<file path="config.mk">
export PLATFORM = sky130hd
export DESIGN_NAME = systolic_sched
export DESIGN_NICKNAME = d
export VERILOG_FILES = /design/src/rtl/systolic_sched_pkg.sv /design/src/rtl/skew_line.sv /design/src/rtl/systolic_sched.sv
export SDC_FILE = /design/constraint.sdc
export NUM_CORES = 1
export LEC_CHECK = 0
export CAP_MARGIN = 5
export CORE_UTILIZATION = 45
export DETAILED_ROUTE_END_ITERATION = 10
export GPL_TIMING_DRIVEN = 0
export MAX_ROUTING_LAYER = met4
export PLACE_DENSITY = 0.85
export RECOVER_POWER = 100
export SLEW_MARGIN = 20
export SYNTH_ARGS = -nofsm -noshare
export SYNTH_HDL_FRONTEND = slang
export SYNTH_SLANG_ARGS = --single-unit
</file>
<file path="constraint.sdc">
create_clock -name clk -period 7.6 [get_ports clk]
set_clock_uncertainty 0.05 [all_clocks]
set_input_delay 2.28 -clock clk [delete_from_list [all_inputs] [get_ports clk]]
set_output_delay 2.28 -clock clk [all_outputs]
set_load 0.02 [all_outputs]
</file>
<file path="src/rtl/systolic_sched_pkg.sv">
// Shared definitions for the systolic-array operand scheduler.
//   mode_e  : array control encodings driven on the scheduler's mode port
//   state_e : scheduler FSM states
//   LANE_W  : width of one operand lane
//   drainCycles() : cycles needed to flush the skewed wavefront through a
//                   DIM x DIM array once the last operand has been read
package systolic_sched_pkg;

  typedef enum logic [1:0] {
    MODE_HOLD  = 2'b00,
    MODE_CLEAR = 2'b01,
    MODE_MAC   = 2'b10
  } mode_e;

  typedef enum logic [2:0] {
    ST_IDLE,
    ST_CLEAR,
    ST_FEED,
    ST_DRAIN,
    ST_DONE
  } state_e;

  localparam int LANE_W = 32;

  // The last read still has to travel DIM-1 lanes of skew and DIM-1 hops
  // across the array, plus one cycle for the final MAC to land.
  function automatic int drainCycles(input int dim);
    return 2 * (dim - 1) + 1;
  endfunction

endpackage

</file>
<file path="src/rtl/skew_line.sv">
// Fixed-depth delay line used to stagger one operand lane.
// Ports:
//   i_clk   : clock, rising edge
//   i_rst_n : synchronous active-low reset, clears every stage
//   i_data  : lane value entering the line
//   o_data  : lane value DEPTH cycles later
module skew_line
  import systolic_sched_pkg::*;
#(
  parameter int DEPTH = 1,
  parameter int WIDTH = LANE_W
) (
  input  logic             i_clk,
  input  logic             i_rst_n,
  input  logic [WIDTH-1:0] i_data,
  output logic [WIDTH-1:0] o_data
);

  logic [WIDTH-1:0] r_pipe [DEPTH];

  // Plain shift register; reset must clear every stage so that an aborted
  // pass cannot leak stale operands into the array afterwards.
  always_ff @(posedge i_clk) begin
    if (!i_rst_n) begin
      for (int i = 0; i < DEPTH; i++) r_pipe[i] <= '0;
    end else begin
      r_pipe[0] <= i_data;
      for (int i = 1; i < DEPTH; i++) r_pipe[i] <= r_pipe[i-1];
    end
  end

  assign o_data = r_pipe[DEPTH-1];

endmodule

</file>
<file path="src/rtl/systolic_sched.sv">
// Operand scheduler for an output-stationary DIM x DIM systolic array.
// One start request runs a tile pass: clear the accumulators, stream K
// operand vectors out of the operand buffers, skew them so lane j lags
// lane 0 by j cycles, drain the wavefront, then pulse done.
//
// Ports:
//   clk, rst_n            : clock and synchronous active-low reset
//   start, k_len          : pass request and reduction length (sampled in IDLE)
//   rd_en, rd_addr        : operand-buffer read strobe and index
//   w_rd_data, d_rd_data  : weight / data vectors, 1-cycle read latency
//   weightN_out, dataN_out: skewed lanes to array columns / rows
//   mode                  : array mode (HOLD / CLEAR / MAC)
//   busy, done            : not-idle flag and end-of-pass pulse
//   acc_keep              : skip CLEAR to accumulate onto previous results
//
// Optional feature: define SYSTOLIC_SCHED_ACCUM_EN to add the acc_keep port.
module systolic_sched
  import systolic_sched_pkg::*;
#(
  parameter int DIM = 4,
  parameter int KW  = 8
) (
  input  logic                  clk,
  input  logic                  rst_n,
  input  logic                  start,
  input  logic [KW-1:0]         k_len,
  output logic                  rd_en,
  output logic [KW-1:0]         rd_addr,
  input  logic [LANE_W*DIM-1:0] w_rd_data,
  input  logic [LANE_W*DIM-1:0] d_rd_data,
  output logic [LANE_W-1:0]     weight0_out,
  output logic [LANE_W-1:0]     weight1_out,
  output logic [LANE_W-1:0]     weight2_out,
  output logic [LANE_W-1:0]     weight3_out,
  output logic [LANE_W-1:0]     data0_out,
  output logic [LANE_W-1:0]     data1_out,
  output logic [LANE_W-1:0]     data2_out,
  output logic [LANE_W-1:0]     data3_out,
  output logic [1:0]            mode,
  output logic                  busy,
  output logic                  done
`ifdef SYSTOLIC_SCHED_ACCUM_EN
  ,
  input  logic                  acc_keep
`endif
);

  localparam logic [KW:0] CNT_ONE    = (KW+1)'(1);
  localparam logic [KW:0] DRAIN_LAST = (KW+1)'(drainCycles(DIM) - 1);

  state_e         r_state, w_nextState;
  logic [KW:0]    r_cnt, w_nextCnt;
  logic [KW:0]    r_kLen, w_nextKLen;
  mode_e          r_mode, w_nextMode;
  logic           r_rdEn, w_nextRdEn;
  logic [KW-1:0]  r_rdAddr, w_nextRdAddr;
  logic           r_busy, r_done;
  logic           r_rdValid;

  // Next-state logic. K is latched on start so later changes to k_len
  // cannot disturb a pass in flight; the counter is one bit wider than K
  // so the maximum length never wraps.
  always_comb begin
    w_nextState = r_state;
    w_nextCnt   = r_cnt;
    w_nextKLen  = r_kLen;
    unique case (r_state)
      ST_IDLE: begin
        if (start) begin
          w_nextKLen = {1'b0, k_len};
          w_nextCnt  = '0;
          if (k_len == '0) begin
            w_nextState = ST_DONE;
          end
`ifdef SYSTOLIC_SCHED_ACCUM_EN
          else if (acc_keep) begin
            w_nextState = ST_FEED;
          end
`endif
          else begin
            w_nextState = ST_CLEAR;
          end
        end
      end
      ST_CLEAR: begin
        w_nextState = ST_FEED;
        w_nextCnt   = '0;
      end
      ST_FEED: begin
        if (r_cnt == r_kLen - CNT_ONE) begin
          w_nextState = ST_DRAIN;
          w_nextCnt   = '0;
        end else begin
          w_nextCnt = r_cnt + CNT_ONE;
        end
      end
      ST_DRAIN: begin
        if (r_cnt == DRAIN_LAST) begin
          w_nextState = ST_DONE;
          w_nextCnt   = '0;
        end else begin
          w_nextCnt = r_cnt + CNT_ONE;
        end
      end
      ST_DONE: w_nextState = ST_IDLE;
      default: w_nextState = ST_IDLE;
    endcase
  end

  // Outputs are decoded from the next state so that they can be registered
  // and still line up with the state they describe.
  always_comb begin
    w_nextMode = MODE_HOLD;
    unique case (w_nextState)
      ST_CLEAR:          w_nextMode = MODE_CLEAR;
      ST_FEED, ST_DRAIN: w_nextMode = MODE_MAC;
      default:           w_nextMode = MODE_HOLD;
    endcase
    w_nextRdEn   = (w_nextState == ST_FEED);
    w_nextRdAddr = w_nextRdEn ? w_nextCnt[KW-1:0] : '0;
  end

  // State, counter and registered control outputs. r_rdValid marks the
  // cycle in which the operand buffers present the data just requested.
  always_ff @(posedge clk) begin
    if (!rst_n) begin
      r_state   <= ST_IDLE;
      r_cnt     <= '0;
      r_kLen    <= '0;
      r_mode    <= MODE_HOLD;
      r_rdEn    <= 1'b0;
      r_rdAddr  <= '0;
      r_busy    <= 1'b0;
      r_done    <= 1'b0;
      r_rdValid <= 1'b0;
    end else begin
      r_state   <= w_nextState;
      r_cnt     <= w_nextCnt;
      r_kLen    <= w_nextKLen;
      r_mode    <= w_nextMode;
      r_rdEn    <= w_nextRdEn;
      r_rdAddr  <= w_nextRdAddr;
      r_busy    <= (w_nextState != ST_IDLE);
      r_done    <= (w_nextState == ST_DONE);
      r_rdValid <= r_rdEn;
    end
  end

  // First operand stage: capture the read data only when it is valid so
  // every lane carries zero outside its operand window.
  logic [LANE_W-1:0] r_wStage [DIM];
  logic [LANE_W-1:0] r_dStage [DIM];

  always_ff @(posedge clk) begin
    if (!rst_n) begin
      for (int j = 0; j < DIM; j++) begin
        r_wStage[j] <= '0;
        r_dStage[j] <= '0;
      end
    end else begin
      for (int j = 0; j < DIM; j++) begin
        r_wStage[j] <= r_rdValid ? w_rd_data[LANE_W*j +: LANE_W] : '0;
        r_dStage[j] <= r_rdValid ? d_rd_data[LANE_W*j +: LANE_W] : '0;
      end
    end
  end

  logic [LANE_W-1:0] w_wLane [DIM];
  logic [LANE_W-1:0] w_dLane [DIM];

  // Lane j gets j extra cycles of delay to form the diagonal wavefront.
  for (genvar j = 0; j < DIM; j++) begin : g_lane
    if (j == 0) begin : g_direct
      assign w_wLane[j] = r_wStage[j];
      assign w_dLane[j] = r_dStage[j];
    end else begin : g_skew
      skew_line #(.DEPTH(j), .WIDTH(LANE_W)) u_wSkew (
        .i_clk   (clk),
        .i_rst_n (rst_n),
        .i_data  (r_wStage[j]),
        .o_data  (w_wLane[j])
      );
      skew_line #(.DEPTH(j), .WIDTH(LANE_W)) u_dSkew (
        .i_clk   (clk),
        .i_rst_n (rst_n),
        .i_data  (r_dStage[j]),
        .o_data  (w_dLane[j])
      );
    end
  end

  // The array interface has four fixed lane ports; lanes beyond DIM tie off.
  logic [LANE_W-1:0] w_wOut [4];
  logic [LANE_W-1:0] w_dOut [4];

  for (genvar j = 0; j < 4; j++) begin : g_port
    if (j < DIM) begin : g_used
      assign w_wOut[j] = w_wLane[j];
      assign w_dOut[j] = w_dLane[j];
    end else begin : g_tied
      assign w_wOut[j] = '0;
      assign w_dOut[j] = '0;
    end
  end

  assign weight0_out = w_wOut[0];
  assign weight1_out = w_wOut[1];
  assign weight2_out = w_wOut[2];
  assign weight3_out = w_wOut[3];
  assign data0_out   = w_dOut[0];
  assign data1_out   = w_dOut[1];
  assign data2_out   = w_dOut[2];
  assign data3_out   = w_dOut[3];
  assign mode        = r_mode;
  assign rd_en       = r_rdEn;
  assign rd_addr     = r_rdAddr;
  assign busy        = r_busy;
  assign done        = r_done;

endmodule

</file>
* Word level (Yosys, flattened, before mapping) *
Memories as Yosys holds them, arrays and structs flattened.
Index checks and enable logic that the tools add are counted.

storage, ports and cells
  register bits = 34
  RAM bits = 640
  output and inout bits = 269
  memories kept = 8

memories
  name                             depth  width  read ports  clocked after memory_dff  write ports  line                   RTL
  r_dStage                         4      32     4           0                         4            systolic_sched.sv:152  logic [LANE_W-1:0] r_dStage [DIM];
  r_wStage                         4      32     4           0                         4            systolic_sched.sv:151  logic [LANE_W-1:0] r_wStage [DIM];
  g_lane[3].g_skew.u_dSkew.r_pipe  3      32     3           0                         3            skew_line.sv:19        logic [WIDTH-1:0] r_pipe [DEPTH];
  g_lane[3].g_skew.u_wSkew.r_pipe  3      32     3           0                         3            skew_line.sv:19
  g_lane[2].g_skew.u_dSkew.r_pipe  2      32     2           0                         2            skew_line.sv:19
  g_lane[2].g_skew.u_wSkew.r_pipe  2      32     2           0                         2            skew_line.sv:19
  +2 memories                      --     --     --          --                        --           --

operators by class
  $add $sub $neg = 2
  eq/ne operators = 10
  mux-type cells = 42
  bitwise logic cells = 18
  reduce and logical (&&, ||, !) cells = 10

operator list
  kind                   number
  $mux W32               28
  $reduce_or A32 Y1      2
  $pmux W9 S4            1
  $mux W9                3
  $or A1 B1 Y1           18
  $eq A3 B2 Y1 const B   4
  $mux W3                4
  $pmux W3 S4            1
  $add A9 B1 Y9 const B  1
  $eq A9 B3 Y1 const B   1
  $eq A9 B9 Y1           1
  $sub A8 B1 Y9 const B  1
  $logic_not A8 Y1       1
  $eq A3 B1 Y1 const B   2
  $reduce_and A2 Y1      3
  $mux W1                4
  $pmux W2 S2            1
  $reduce_bool A4 Y1     1
  $eq A3 B3 Y1 const B   1
  $logic_not A3 Y1       1
  $reduce_bool A3 Y1     1
  $ne A2 B2 Y1 const B   1
  $reduce_or A2 Y1       1

* Logic depth before layout (Yosys ltp) *
  depth after elaboration = 7
  depth in mapped cells = 12

* Modules after synthesis *
A second synthesis with hierarchy kept.

second synthesis, totals
  cells, all modules = 1719
  area total of the unflattened synthesis = 20312.0 um^2

modules (own cells, without submodules)
  module                                     instances  cells each  area each (um^2)
  systolic_sched                             1          785         8768.4
  skew_line at g_lane[3].g_skew.u_dSkew ...  2          234         2844.0
  skew_line at g_lane[2].g_skew.u_dSkew ...  2          166         2031.9
  skew_line at g_lane[1].g_skew.u_dSkew ...  2          67          895.9

* Worst setup path before layout *
No wires, ideal clock.

  kind = input to register
  start = in k_len[4]
  end = reg r_rdAddr[0] (netlist: rd_addr[0])
  library setup time = 0.079 ns
  arrival time = 3.672 ns
  data required time = 7.471 ns
  slack = 3.799 ns
  stages on the path = 6
  path through = or4_1 > nor2_1 > o21bai_1 > or3b_1 > buf_6 > a211oi_2

between the ends
  cells in the longest elaborated chain, start to end = 6

ends and longest elaborated chain
  item                                line                   RTL
  from (decl)                         systolic_sched.sv:26   input logic [KW-1:0] k_len,
  $logic_not A8 Y1                    systolic_sched.sv:72   if (k_len == '0) begin
  $mux W3                             systolic_sched.sv:72
  $mux W3                             systolic_sched.sv:69   if (start) begin
  $pmux W3 S4                         systolic_sched.sv:67   unique case (r_state)
  $eq A3 B2 Y1                        systolic_sched.sv:119  w_nextRdEn = (w_nextState == ST_FEED);
  $reduce_and A2 Y1 (no source line)  --
  to (signal assigned)                systolic_sched.sv:142  r_rdAddr <= w_nextRdAddr;
  to (decl)                           systolic_sched.sv:56   logic [KW-1:0] r_rdAddr, w_nextRdAddr;

Every way passes these cells.
A chain may end at the register's enable or synchronous reset.

==> summary.md <==
| Metric | Value |
|---|---|
| Critical path endpoint category | `register` |
| CTS sink count | `674` |
| DRT antenna net count | `0` |
| CP peak stage delay | `0.63 ns` |
| Hold Path End | `g_lane[3].g_skew.u_dSkew.r_pipe[0][92]$_SDFF_PN0_` |
| Area grow syn2layout | `41.62%` |
| Hold path depth | `1` |
| CTS tree | `built` |
| Main synth FF type | `dfxtp_1` |
| Syn nets | `1982` |
| Worst path bufs/invs | `4` |
| Gpl congestion | `0.8968` |
| Number of flops mapped to enable cells by yosys | `0` |
| CP max FO | `10` |
| Power, Total | `7.151 mW` |
| Die area | `45000 um^2` |
| Sequential Power Share | `50.1%` |
| R2r setup slk | `4.26 ns` |
| Commonest non-fill, non-tap cell in the layout | `dfxtp_1` |
| Outcome | `finished, final reports clean` |
| Peak Freq | `230.1 MHz` |
| Setup repair bufs after CTS | `0` |
| Crit start category | `input pin` |
| Largest net degree at the start of global routing | `15` |
| Fin nets | `2585` |
| Final setup fails | `0` |
| Vias | `13640` |
| Net Switching | `1.534 mW` |
| First-pass GRT wire length | `78180 um` |
| Cell breakdown of the critical path | `dlygate4sd3_1 > clkbuf_1 > clkbuf_1 > clkbuf_1 > and2_0` |
| WP data required | `8.07 ns` |
| Met3 usage | `6.396%` |
| CTS Buf Count | `66` |
| CTS resizes | `0` |
| CP Data Arrival Time | `4.82 ns` |
| Initial core utilization | `45.92%` |
| Drt wl/cell | `17.95 um` |
| Sw Ratio | `21.45%` |
| Asr flop ratio synth | `0%` |
| Worst reg2reg endpoint | `rd_addr[0]$_SDFF_PN0_` |
| Initial DRT Pass Iterations | `5` |
| PortBufs | `535` |
| Max VDD drop | `0.1928 mV` |
| Distinct cells, synth | `48` |
| Most frequent cells in the layout | `dfxtp_1 (674), dlygate4sd3_1 (272), clkdlybuf4s50_1 (263)` |
| # IOs | `536` |
| Vias in the first global route | `14330` |
| Clk_lat worst skew | `0.59 ns` |
| Setup_tns | `0 ns` |
| H-tree depth | `3` |
| Die outline height | `212.1 um` |
| Post-synthesis cell count | `1712` |
| Iteration-0 DRC Markers | `627` |
| Core Rows | `76` |
| Pint | `5.617 mW` |
| CP max stage cell | `dlygate4sd3_1` |
| Syn. warnings | `0` |
| Min cycle time layout | `4.347 ns` |
| Die span in x | `212.1 um` |
| Final hold vios | `0` |
| Post-synthesis sequential area ratio | `67.91%` |
| GRT Util Overall | `23.92%` |
| Slew Limit Fails | `0` |
| Fin crit share | `57.19%` |
| Critical path type | `input pin to register` |
| Synth top area cells | `dfxtp_1 (68%), and2_1 (12%), and3_1 (8.1%)` |
| FF-to-FF Start | `r_kLen[0]$_SDFFE_PN0P_` |
| Antenna violations before repair | `4` |
| CTS Root Cell | `clkbuf_16` |
| Yosys top cell by area | `dfxtp_1` |
| GR met2 Demand/Resource | `41.48%` |
| Clock tree buffer depth | `3` |
| Min-delay src | `g_lane[3].g_skew.u_dSkew.r_pipe[0][60]$_SDFF_PN0_` |
| Via density | `4.619` |
| Worst R2R Path Depth | `12` |
| Core ar. | `43270 um^2` |
| Mapped cell area | `19870 um^2` |
| Final WL | `53030 um` |
| Synth top area share | `67.91%` |
| Top cell by count, worst path | `clkbuf_1` |
| Congestion Overflow GR | `0` |
| Actual slew at the worst max-slew pin | `1.389 ns` |
| Worst-path clk slew | `0.06 ns` |
| GRT busiest layer | `met2` |
| Pwr Density | `254.2 nW/um^2` |
| Post-Place Cells | `2832` |
| Max_slew headroom | `6.068%` |
| Synthesized area per cell | `11.61 um^2` |
| Hold crit path type | `register to register` |
| Post-CTS Hold Buffers | `0` |
| Crit-path leading delay family | `buffers and inverters` |
| HPWL Detailed | `38740 um` |
| Drt drc | `0` |
| RSZ-0062 raised after global routing | `false` |
| Combinational share of power | `4.7%` |
| Met1 usage | `24.95%` |
| #FFs+latches synth | `674` |
| Fin util | `65.03%` |
| Layout cells sized above 1 | `10.19%` |
| Max cap viols | `0` |
| Clock Power Share | `45.2%` |
| Fill count | `3054` |
| Pleak | `13.02 nW` |
| Post-Layout Cell Count | `2954` |
area by class of cell:
cell class                      count  area, um^2  share of cell area [%]
Antenna cell                        5       12.51                 0.04447
Buffer                            237        1371                   4.874
Clock buffer                       90        1852                   6.581
Clock inverter                     27       341.6                   1.214
Inverter                            6       22.52                 0.08004
Multi-Input combinational cell    795        4959                   17.62
Sequential cell                   674       13490                   47.95
Tap cell                          585       732.0                   2.601
Timing Repair Buffer              535        5355                   19.03
Yosys cell counts (all sizes together) (2+ instances only):
| cell type | count |
|---|---|
| a211oi | 2 |
| a21boi | 13 |
| a21oi | 12 |
| and2 | 387 |
| and3 | 258 |
| buf | 131 |
| clkbuf | 106 |
| dfxtp | 674 |
| ha | 3 |
| inv | 6 |
| nand2 | 25 |
| nand3 | 11 |
| nand3b | 4 |
| nand4 | 3 |
| nor2 | 22 |
| nor2b | 5 |
| nor3 | 6 |
| nor3b | 3 |
| nor4 | 2 |
| nor4b | 3 |
| o21ai | 2 |
| o21ba | 2 |
| o31ai | 2 |
| or2 | 2 |
| or4 | 3 |
| xnor2 | 6 |
| xor2 | 4 |
flip-flops by register name (all words and copies together), names as in the netlist, 3 cells and up:
name,count
rd_addr,8
g_lane.g_skew.u_dSkew.r_pipe,192
r_wStage,128
r_dStage,128
g_lane.g_skew.u_wSkew.r_pipe,192
r_state,3
r_cnt,9
r_kLen,8
kinds of logic (layout without fill, tap and decap cells):
group | count (synthesis) | count (layout) | synth area share (%)
compound gates | 44 | 44 | 1.725
other cells | 0 | 5 | 0
buf+inv | 243 | 895 | 7.053
fa+ha+maj | 3 | 3 | 0.1889
xor+xnor | 10 | 10 | 0.4408
simple gates | 738 | 738 | 22.68
flops | 674 | 674 | 67.91
how the worst max path moves through the flow:
stage	start	end	slack, ns	cells past startpoint
floorplan	k_len[4]	rd_addr[0]$_SDFF_PN0_	3.80	6
global placement	rst_n	g_lane[2].g_skew.u_wSkew.r_pipe[0][32]$_SDFF_PN0_	2.66	5
detailed placement	rst_n	g_lane[2].g_skew.u_wSkew.r_pipe[0][23]$_SDFF_PN0_	2.65	5
CTS	rst_n	g_lane[2].g_skew.u_wSkew.r_pipe[0][25]$_SDFF_PN0_	3.25	5
global route	rst_n	g_lane[2].g_skew.u_wSkew.r_pipe[0][25]$_SDFF_PN0_	3.04	5
finish	rst_n	g_lane[2].g_skew.u_wSkew.r_pipe[0][23]$_SDFF_PN0_	3.25	5
layer usage:
metal / vias to the layer above / part of all wire (%)
li1: 6574 / -
met1: 6426 / 38
met2: 511 / 51
met3: 133 / 6.9
met4: 0 / 4.1
met5: - / 0
power by group through the flow:
| stage | combinational (mW) | clock [mW] | sequential (mW) |
|---|---|---|---|
| 2_1_floorplan | 0.111 | 0 | 3.67 |
| 3_3_place_gp | 0.327 | 0 | 3.66 |
| 3_5_place_dp | 0.337 | 0 | 3.66 |
| 4_1_cts | 0.342 | 3.30 | 3.58 |
| 5_1_grt | 0.359 | 3.45 | 3.58 |
| 6_report | 0.335 | 3.24 | 3.58 |
metrics by stage:
| stage | worst slack [ns] | hold slack [ns] | instance area (um^2) |
|---|---|---|---|
| after floorplan | 3.799 | 0.3619 | 19870 |
| after global placement | 2.664 | 0.3625 | 25960 |
| after detailed placement | 2.647 | 0.3669 | 25960 |
| after CTS | 3.248 | 0.3757 | 28160 |
| after global routing | 3.036 | 0.3824 | 28140 |
| final | 3.253 | 0.3725 | 28140 |
(Power assumes the default switching activity.)
